`config.mk`:
```
export PLATFORM = sky130hd
export DESIGN_NAME = fifo_mem_ctrl_flat
export DESIGN_NICKNAME = d
export VERILOG_FILES = /design/src/rtl/fifo_mem_ctrl_if.sv /design/src/rtl/fifo_mem_ctrl.sv /design/src/flat_wrapper.sv
export SDC_FILE = /design/constraint.sdc
export NUM_CORES = 1
export LEC_CHECK = 0
export CORE_ASPECT_RATIO = 0.9
export CORE_MARGIN = 5
export CORE_UTILIZATION = 44
export CTS_CLUSTER_SIZE = 14
export DETAILED_ROUTE_END_ITERATION = 10
export PLACE_DENSITY_LB_ADDON = 0.25
export SLEW_MARGIN = 20
export SYNTH_ARGS = -nofsm -noshare
export SYNTH_HDL_FRONTEND = slang
export SYNTH_SLANG_ARGS = --single-unit
```
`constraint.sdc`:
```
create_clock -name clk -period 2.8 [get_ports clk]
set_clock_uncertainty 0.1 [all_clocks]
set_input_delay 0.7 -clock clk [delete_from_list [all_inputs] [get_ports clk]]
set_output_delay 0.7 -clock clk [all_outputs]
set_load 0.005 [all_outputs]
```
`src/rtl/fifo_mem_ctrl_if.sv`:
```
// Producer/consumer request and memory-control bundle for fifo_mem_ctrl.
// The err_* sticky flags exist only when FIFO_ERR_EN is defined.
interface fifo_mem_ctrl_if #(
  parameter int PTR_WIDTH = 3
);
  logic                 push;
  logic                 pop;
  logic                 write;
  logic                 read;
  logic [PTR_WIDTH-1:0] ptr_write;
  logic [PTR_WIDTH-1:0] ptr_read;
  logic [PTR_WIDTH:0]   count;
  logic                 full;
  logic                 empty;
  logic                 almost_full;
  logic                 almost_empty;
  logic                 valid_out;
`ifdef FIFO_ERR_EN
  logic                 err_overflow;
  logic                 err_underflow;

  modport master (
    output push, pop,
    input  write, read, ptr_write, ptr_read, count, full, empty,
           almost_full, almost_empty, valid_out, err_overflow, err_underflow
  );
  modport slave (
    input  push, pop,
    output write, read, ptr_write, ptr_read, count, full, empty,
           almost_full, almost_empty, valid_out, err_overflow, err_underflow
  );
`else
  modport master (
    output push, pop,
    input  write, read, ptr_write, ptr_read, count, full, empty,
           almost_full, almost_empty, valid_out
  );
  modport slave (
    input  push, pop,
    output write, read, ptr_write, ptr_read, count, full, empty,
           almost_full, almost_empty, valid_out
  );
`endif
endinterface

```
`src/rtl/fifo_mem_ctrl.sv`:
```
// Circular-FIFO pointer/flag controller for a dual-pointer register memory.
// Optional FIFO_ERR_EN adds sticky overflow/underflow flags.
module fifo_mem_ctrl #(
  parameter int LENGTH          = 8,
  parameter int PTR_WIDTH       = 3,
  parameter int ALMOST_FULL_TH  = 6,
  parameter int ALMOST_EMPTY_TH = 2
) (
  input  logic          clk,
  input  logic          reset,
  fifo_mem_ctrl_if.slave bus
);
  localparam logic [PTR_WIDTH:0] CNT_FULL = (PTR_WIDTH+1)'(LENGTH);
  localparam logic [PTR_WIDTH:0] CNT_AF   = (PTR_WIDTH+1)'(ALMOST_FULL_TH);
  localparam logic [PTR_WIDTH:0] CNT_AE   = (PTR_WIDTH+1)'(ALMOST_EMPTY_TH);

  logic [PTR_WIDTH-1:0] wr_ptr, rd_ptr;
  logic [PTR_WIDTH:0]   count;
  logic                 valid_q;
  logic                 full, empty;
  logic                 write_acc, read_acc;

  // Flags come from the registered count only, so they never glitch on push/pop.
  assign full  = (count == CNT_FULL);
  assign empty = (count == '0);

  // Gating with reset keeps write/read low while reset is held, even with push high.
  assign write_acc = bus.push & ~full  & reset;
  assign read_acc  = bus.pop  & ~empty & reset;

  always_ff @(posedge clk or negedge reset) begin
    if (!reset) begin
      wr_ptr  <= '0;
      rd_ptr  <= '0;
      count   <= '0;
      valid_q <= 1'b0;
    end else begin
      if (write_acc) wr_ptr <= wr_ptr + 1'b1;
      if (read_acc)  rd_ptr <= rd_ptr + 1'b1;
      unique case ({write_acc, read_acc})
        2'b10:   count <= count + 1'b1;
        2'b01:   count <= count - 1'b1;
        default: ;
      endcase
      valid_q <= read_acc;
    end
  end

  assign bus.write        = write_acc;
  assign bus.read         = read_acc;
  assign bus.ptr_write    = wr_ptr;
  assign bus.ptr_read     = rd_ptr;
  assign bus.count        = count;
  assign bus.full         = full;
  assign bus.empty        = empty;
  assign bus.almost_full  = (count >= CNT_AF);
  assign bus.almost_empty = (count <= CNT_AE);
  assign bus.valid_out    = valid_q;

`ifdef FIFO_ERR_EN
  logic err_ov, err_un;

  // A dropped request only counts as an error when the other side is not also active.
  always_ff @(posedge clk or negedge reset) begin
    if (!reset) begin
      err_ov <= 1'b0;
      err_un <= 1'b0;
    end else begin
      if (bus.push & full  & ~bus.pop)  err_ov <= 1'b1;
      if (bus.pop  & empty & ~bus.push) err_un <= 1'b1;
    end
  end

  assign bus.err_overflow  = err_ov;
  assign bus.err_underflow = err_un;
`endif
endmodule
```
`src/flat_wrapper.sv`:
```
// flat-port wrapper written by rule: the top's interface ports become plain ports
module fifo_mem_ctrl_flat 
#(
  parameter int LENGTH          = 8,
  parameter int PTR_WIDTH       = 3,
  parameter int ALMOST_FULL_TH  = 6,
  parameter int ALMOST_EMPTY_TH = 2
)
  (clk, reset, bus_push, bus_pop, bus_write, bus_read, bus_ptr_write, bus_ptr_read, bus_count, bus_full, bus_empty, bus_almost_full, bus_almost_empty, bus_valid_out);
  fifo_mem_ctrl_if #(.PTR_WIDTH(PTR_WIDTH)) bus_i ();
  input  logic clk;
  input  logic reset;
  input wire logic [$bits(bus_i.push)-1:0] bus_push;
  input wire logic [$bits(bus_i.pop)-1:0] bus_pop;
  output wire logic [$bits(bus_i.write)-1:0] bus_write;
  output wire logic [$bits(bus_i.read)-1:0] bus_read;
  output wire logic [$bits(bus_i.ptr_write)-1:0] bus_ptr_write;
  output wire logic [$bits(bus_i.ptr_read)-1:0] bus_ptr_read;
  output wire logic [$bits(bus_i.count)-1:0] bus_count;
  output wire logic [$bits(bus_i.full)-1:0] bus_full;
  output wire logic [$bits(bus_i.empty)-1:0] bus_empty;
  output wire logic [$bits(bus_i.almost_full)-1:0] bus_almost_full;
  output wire logic [$bits(bus_i.almost_empty)-1:0] bus_almost_empty;
  output wire logic [$bits(bus_i.valid_out)-1:0] bus_valid_out;
  assign bus_i.push = bus_push;
  assign bus_i.pop = bus_pop;
  assign bus_write = bus_i.write;
  assign bus_read = bus_i.read;
  assign bus_ptr_write = bus_i.ptr_write;
  assign bus_ptr_read = bus_i.ptr_read;
  assign bus_count = bus_i.count;
  assign bus_full = bus_i.full;
  assign bus_empty = bus_i.empty;
  assign bus_almost_full = bus_i.almost_full;
  assign bus_almost_empty = bus_i.almost_empty;
  assign bus_valid_out = bus_i.valid_out;
  fifo_mem_ctrl #(.LENGTH(LENGTH), .PTR_WIDTH(PTR_WIDTH), .ALMOST_FULL_TH(ALMOST_FULL_TH), .ALMOST_EMPTY_TH(ALMOST_EMPTY_TH)) u_core (.clk(clk), .reset(reset), .bus(bus_i));
endmodule
```
Yosys cells after proc, flatten, opt, wreduce, memory -nomap -nowiden --
Cells that the tools add are included. W data, S select, Z words.
Word-level totals: register bits after elaboration 11, latch bits 0, RAM bits 0, memory bits (read-only) 0, bits of input ports 4, output and inout bits 17, word-level logic and storage cells 22, memories 0
Cells by class: add/sub/neg operators 4, multipliers 0, divide/modulo/power cells 0, magnitude comparators 2, equality and inequality tests 3, shift operators 0, muxes and demuxes 1, bitwise logic cells 6, reductions and logical operators 2
Operators with widths (number):
- $pmux W4 S2 | 1
- $add A3 B1 Y3 const B | 2
- $add A4 B1 Y4 const B | 1
- $and A1 B1 Y1 | 4
- $eq A4 B4 Y1 const B | 1
- $ge A4 B3 Y1 const B | 1
- $le A4 B2 Y1 const B | 1
- $logic_not A4 Y1 | 1
- $sub A4 B1 Y4 const B | 1
- $eq A2 B1 Y1 const B | 1
- $eq A2 B2 Y1 const B | 1
- $not A1 Y1 | 2
- $reduce_bool A2 Y1 | 1

Depth between registers and ports, before layout --
depth after elaboration 6, mapped depth 9, depth with buffers taken out 8

Worst setup path after synthesis --
Ideal clock, no wire load.
path type register to register, start register u_core.count[2] (netlist: u_core.bus.count[2]), end register u_core.count[3] (netlist: u_core.bus.count[3]), setup time 0.134 ns, data arrival time 2.359 ns, required time 2.566 ns, setup slack 0.207 ns, cell stages (with the launch flop) 8, path buffers 0, period minus slack after synthesis 2.593 ns, cells stage by stage dfrtp_1 > nor4_2 > nor2_2 > ha_1 > ha_1 > or4b_1 > o311ai_0 > o211ai_1
On the way: longest elaborated chain between the ends 6, elaborated cells on any way between the ends 14, classes of those cells 2 x add/sub; 3 x eq/ne; 1 x mux; 6 x bitwise; 2 x reduce/logical
Ends and longest elaborated chain:
- from (decl) | line fifo_mem_ctrl.sv:18 | logic [PTR_WIDTH:0] count;
- from (signal assigned) | line fifo_mem_ctrl.sv:41 | 2'b10: count <= count + 1'b1;
- from (signal assigned) | line fifo_mem_ctrl.sv:42 | 2'b01: count <= count - 1'b1;
- $logic_not A4 Y1 * | line fifo_mem_ctrl.sv:25 | assign empty = (count == '0);
- via bus_empty | line flat_wrapper.sv:21 | output wire logic [$bits(bus_i.empty)-1:0] bus_empty;
- $not A1 Y1 * | line fifo_mem_ctrl.sv:29 | assign read_acc = bus.pop & ~empty & reset;
- $and A1 B1 Y1 * (2 in series) | line fifo_mem_ctrl.sv:29
- via bus_read | line flat_wrapper.sv:16 | output wire logic [$bits(bus_i.read)-1:0] bus_read;
- $eq A2 B1 Y1 or $eq A2 B2 Y1 (tied branches) | line fifo_mem_ctrl.sv:40 | unique case ({write_acc, read_acc})
- $pmux W4 S2 or $reduce_bool A2 Y1 (tied branches)
Mark *: on every way through the listed nets, which the timed path passes. The rest lies on a longest branch. A chain may end at the register's enable or synchronous reset.

Worst setup path in the final report --
start register u_core.count[2] (netlist: u_core.bus.count[2]), end register u_core.count[3] (netlist: u_core.bus.count[3])
On the way: longest elaborated chain between the ends 6, elaborated cells on any way between the ends 14, classes of those cells 2 x add/sub; 3 x eq/ne; 1 x mux; 6 x bitwise; 2 x reduce/logical
Ends and longest elaborated chain (line):
- $eq A4 B4 Y1 or $logic_not A4 Y1 (tied branches) | fifo_mem_ctrl.sv:24, fifo_mem_ctrl.sv:25
- $not A1 Y1 (on tied branches) | fifo_mem_ctrl.sv:28, fifo_mem_ctrl.sv:29
- $and A1 B1 Y1 (on tied branches) (2 in series) | fifo_mem_ctrl.sv:28, fifo_mem_ctrl.sv:29
- $eq A2 B1 Y1 or $eq A2 B2 Y1 (tied branches) | fifo_mem_ctrl.sv:40
- $pmux W4 S2 or $reduce_bool A2 Y1 (tied branches)
Parallel ways exist; a longest one is shown, timed or not.

==> out/qor.txt <==
=================================================================================
Aggregate global routing overflow ..................................            0
CP Data Required Time ..............................................      2.84 ns
Clock insertion delay at the later pin of the skew report ..........      0.26 ns
Routed length per placed instance ..................................      13.8 um
Number of antenna diodes ...........................................            0
Number of hold buffers added after CTS .............................            0
Net Count, Synth ...................................................           68
Library cell used as clock root buffer ............................. sky130_fd_sc_hd__clkbuf_4
Hold violation count in the final report ...........................            0
First-iteration detailed-routing DRC count .........................            3
Overall die width ..................................................      51.0 um
Final layout net count .............................................          104
Total global routing track utilization .............................        14.2%
Number of clock sinks seen by CTS ..................................           11
CTS tree ...........................................................          yes
Total area of sequential cells .....................................    275 sq um
Vertical die dimension .............................................      46.9 um
Overall power ......................................................    0.00103 W
Endpoints failing setup ............................................            0
Final period utilization ...........................................        95.3%
Worst-case headroom to the max-slew limit ..........................        72.0%
Mean instance size in the synthesized netlist ......................   11.5 sq um
Layout cell share with drive strength beyond 1 .....................        30.1%
PwrDens ............................................................ 1000 nW/um^2
Critical path class ................................................   reg -> reg
Total via count in the routed design ...............................          556
Internal power .....................................................   0.000662 W
#FFs+latches synth .................................................           11
Total DRC errors in the routed layout ..............................            0
Highest clock rate .................................................      375 MHz
Run status ......................................................... finished clean
Class of the tightest hold or removal check ........................   reg -> reg
Net switching power ................................................   0.000367 W
Dominant combinational cell family by area after synthesis ......... simple AND/OR/NAND/NOR gates
Synth Area in Simple Gates .........................................        18.2%
Worst hold-check slack .............................................     0.365 ns
Part of the power in registers .....................................        34.2%
Setup TNS after final layout .......................................         0 ns
YS warnings ........................................................            0
Most frequent cells in the layout .................................. sky130_fd_sc_hd__clkdlybuf4s50_1 (17), sky130_fd_sc_hd__buf_4 (12), sky130_fd_sc_hd__dfrtp_1 (11)
Floorplan core area ................................................   1450 sq um
Via density per instance ...........................................         5.15
Filler cell count in the final layout ..............................          104
Adder-cell share of the synthesized area ...........................        12.4%
Synth cell types ...................................................           25
Post-synthesis sequential area ratio ...............................        41.3%
Inserted Clock Buffers .............................................            3
Pins Over Slew Limit ...............................................            0
Residual antenna-violating net count after detailed routing ........            0
Kind of start point of the critical path ...........................         flop
Initial antenna violation count ....................................            0
CTS Buffer Depth ...................................................            2
Multiplexer area fraction after synthesis ..........................        6.19%
Number of core rows ................................................           13
Pin count of the biggest net entering global routing ...............           11
Number of optimization iterations in the first detailed-route pass .            2
Xor/xnor cell area share of the yosys netlist ......................        7.88%
Post-synthesis compound-gate area fraction .........................        9.57%
Clock period minus worst slack .....................................      2.67 ns
Cell area after technology mapping .................................    667 sq um
Clock slew seen by the registers of the worst setup and hold paths .      0.07 ns
Largest fanout on the critical path ................................            7
Commonest non-fill, non-tap cell in the layout ..................... sky130_fd_sc_hd__clkdlybuf4s50_1
Via count of the first global-routing pass .........................          601
Global-route wire length before repair .............................      2.56 mm
Area of combinational cells with multiple inputs ...................    384 sq um
Relative contribution of the clock network to total power ..........        10.3%
CTS H-tree depth ...................................................            1
Number of port buffers .............................................           20
P&R area growth vs syn .............................................        54.2%
Starting density of the core .......................................        46.1%
Static leakage power ...............................................     0.470 nW
GP Congestion ......................................................        0.756
Worst VDD drop .....................................................     0.566 mV
Total routed wirelength ............................................      1.49 mm
Die Outline Area ...................................................   2400 sq um
Count of boundary I/O pins .........................................           21
Endpoint class of the critical path ................................         flop
Cells after Synth ..................................................           58
Maxcap violations ..................................................            0
DP Wirelength ......................................................      1.18 mm
Setup repair after global routing missed its margin ................        false
Switching power share of the total .................................        35.6%
Part of the total power dissipated in combinational logic ..........        55.5%
Arrival time at the worst endpoint .................................      2.71 ns
Worst-margin pin slew ..............................................     0.416 ns
=================================================================================
## critical path, stage by stage (launching register included)
cell and delay, ns:
sky130_fd_sc_hd__dfrtp_1 0.51, sky130_fd_sc_hd__nor4_2 0.49, sky130_fd_sc_hd__nor2_2 0.07, sky130_fd_sc_hd__buf_4 0.14, sky130_fd_sc_hd__ha_1 0.26, sky130_fd_sc_hd__ha_4 0.24
sky130_fd_sc_hd__or4b_1 0.51, sky130_fd_sc_hd__o311ai_0 0.12, sky130_fd_sc_hd__o211ai_1 0.12
## per-stage QoR
| step | instances | worst slack, ns | cell area, sq um | utilization (%) |
|---|---|---|---|---|
| after floorplan | 58 | 0.207 | 667 | - |
| after global placement | 101 | -0.136 | 950 | 65.6 |
| after detailed placement | 101 | -0.196 | 950 | 65.6 |
| after CTS | 107 | 0.00635 | 1010 | 69.5 |
| after global routing | 108 | 0.0306 | 1030 | 71.0 |
| final | 108 | 0.132 | 1030 | 71.0 |
## flip-flops by register name (all words and copies together) (netlist names)
name and count:
u_core.bus.count 4, u_core.bus.valid_out 1, u_core.bus.ptr_write 3, u_core.bus.ptr_read 3
## per-layer routing
metal  global-route usage, %  share of wire, %
met1                    16.5                47
met2                    24.7                45
met3                    3.81               6.2
met4                    7.53               1.8
met5                       0                 0
## synthesized netlist by cell type
library cell / instances / area share (%)
sky130_fd_sc_hd__buf_4: 1 / 1.1
sky130_fd_sc_hd__dfrtp_1: 11 / 41
sky130_fd_sc_hd__ha_1: 5 / 9.4
sky130_fd_sc_hd__a21o_2: 1 / 1.3
sky130_fd_sc_hd__a2111o_1: 1 / 1.7
sky130_fd_sc_hd__clkbuf_1: 1 / 0.56
sky130_fd_sc_hd__xnor2_1: 1 / 1.3
sky130_fd_sc_hd__o21ai_0: 2 / 1.5
sky130_fd_sc_hd__nand3_1: 2 / 1.5
sky130_fd_sc_hd__mux2_4: 2 / 4.5
sky130_fd_sc_hd__o311ai_0: 1 / 1.3
sky130_fd_sc_hd__nor3b_1: 5 / 5.6
sky130_fd_sc_hd__inv_2: 1 / 0.56
sky130_fd_sc_hd__a211oi_1: 1 / 1.1
sky130_fd_sc_hd__fa_1: 1 / 3.0
sky130_fd_sc_hd__a21oi_1: 2 / 1.5
sky130_fd_sc_hd__or4b_1: 1 / 1.5
sky130_fd_sc_hd__inv_1: 4 / 2.3
sky130_fd_sc_hd__nor4_2: 1 / 1.9
sky130_fd_sc_hd__nor4b_4: 1 / 3.6
sky130_fd_sc_hd__nand2_1: 4 / 2.3
sky130_fd_sc_hd__mux2_2: 1 / 1.7
sky130_fd_sc_hd__nor2_2: 2 / 1.9
sky130_fd_sc_hd__o211ai_1: 1 / 1.1
sky130_fd_sc_hd__xor2_1: 5 / 6.6
## worst paths after layout
check / startpoint / end / slack [ns] / depth (start not counted)
max reg2reg: u_core.bus.count[2] / u_core.bus.count[3] / 0.13 / 8
min reg2reg: u_core.bus.ptr_write[2] / u_core.bus.ptr_write[2] / 0.37 / 1
max in group asynchronous: reset / u_core.bus.count[2] / 2.00 / 2
min in group asynchronous: reset / u_core.bus.ptr_read[1] / 0.45 / 2
max: u_core.bus.count[2] / u_core.bus.count[3] / 0.13 / 8
min: u_core.bus.ptr_write[2] / u_core.bus.ptr_write[2] / 0.37 / 1
## power groups by stage
stage / Clock [W] / Combinational (W) / Sequential [W]
finish: 0.000106 / 0.000571 / 0.000352
global route: 0.000115 / 0.000634 / 0.000372
CTS: 0.000107 / 0.000575 / 0.000352
detailed placement: 0 / 0.000560 / 0.000353
global placement: 0 / 0.000542 / 0.000349
floorplan: 0 / 0.000276 / 0.000327
## cell type report
| type | count | share of cell area (%) |
|---|---|---|
| tap | 15 | 1.82 |
| clock buffer | 4 | 2.55 |
| timing repair buffer | 33 | 29.7 |
| sequential | 11 | 26.8 |
| multi-input combinational | 40 | 37.3 |
| inverter | 5 | 1.82 |
## kinds of logic (layout without fill, tap and decap cells)
family / after synthesis / after routing
DFF: 11 / 11
and+or+nand+nor: 16 / 16
muxes: 3 / 3
adders and majority gates: 6 / 6
buffers and inverters: 7 / 42
AOI/OAI and AO/OA: 9 / 9
xor gates and xnor gates: 6 / 6
## timing repair
item / 4_1_cts / 5_1_grt
setup buffers: 2 / 1
resized for setup: 3 / 5
hold endpoints to repair: 0 / 0
pin swaps: 1 / 2
setup endpoints to repair: 2 / 3
No activity file was read; power rests on OpenSTA's default activity.
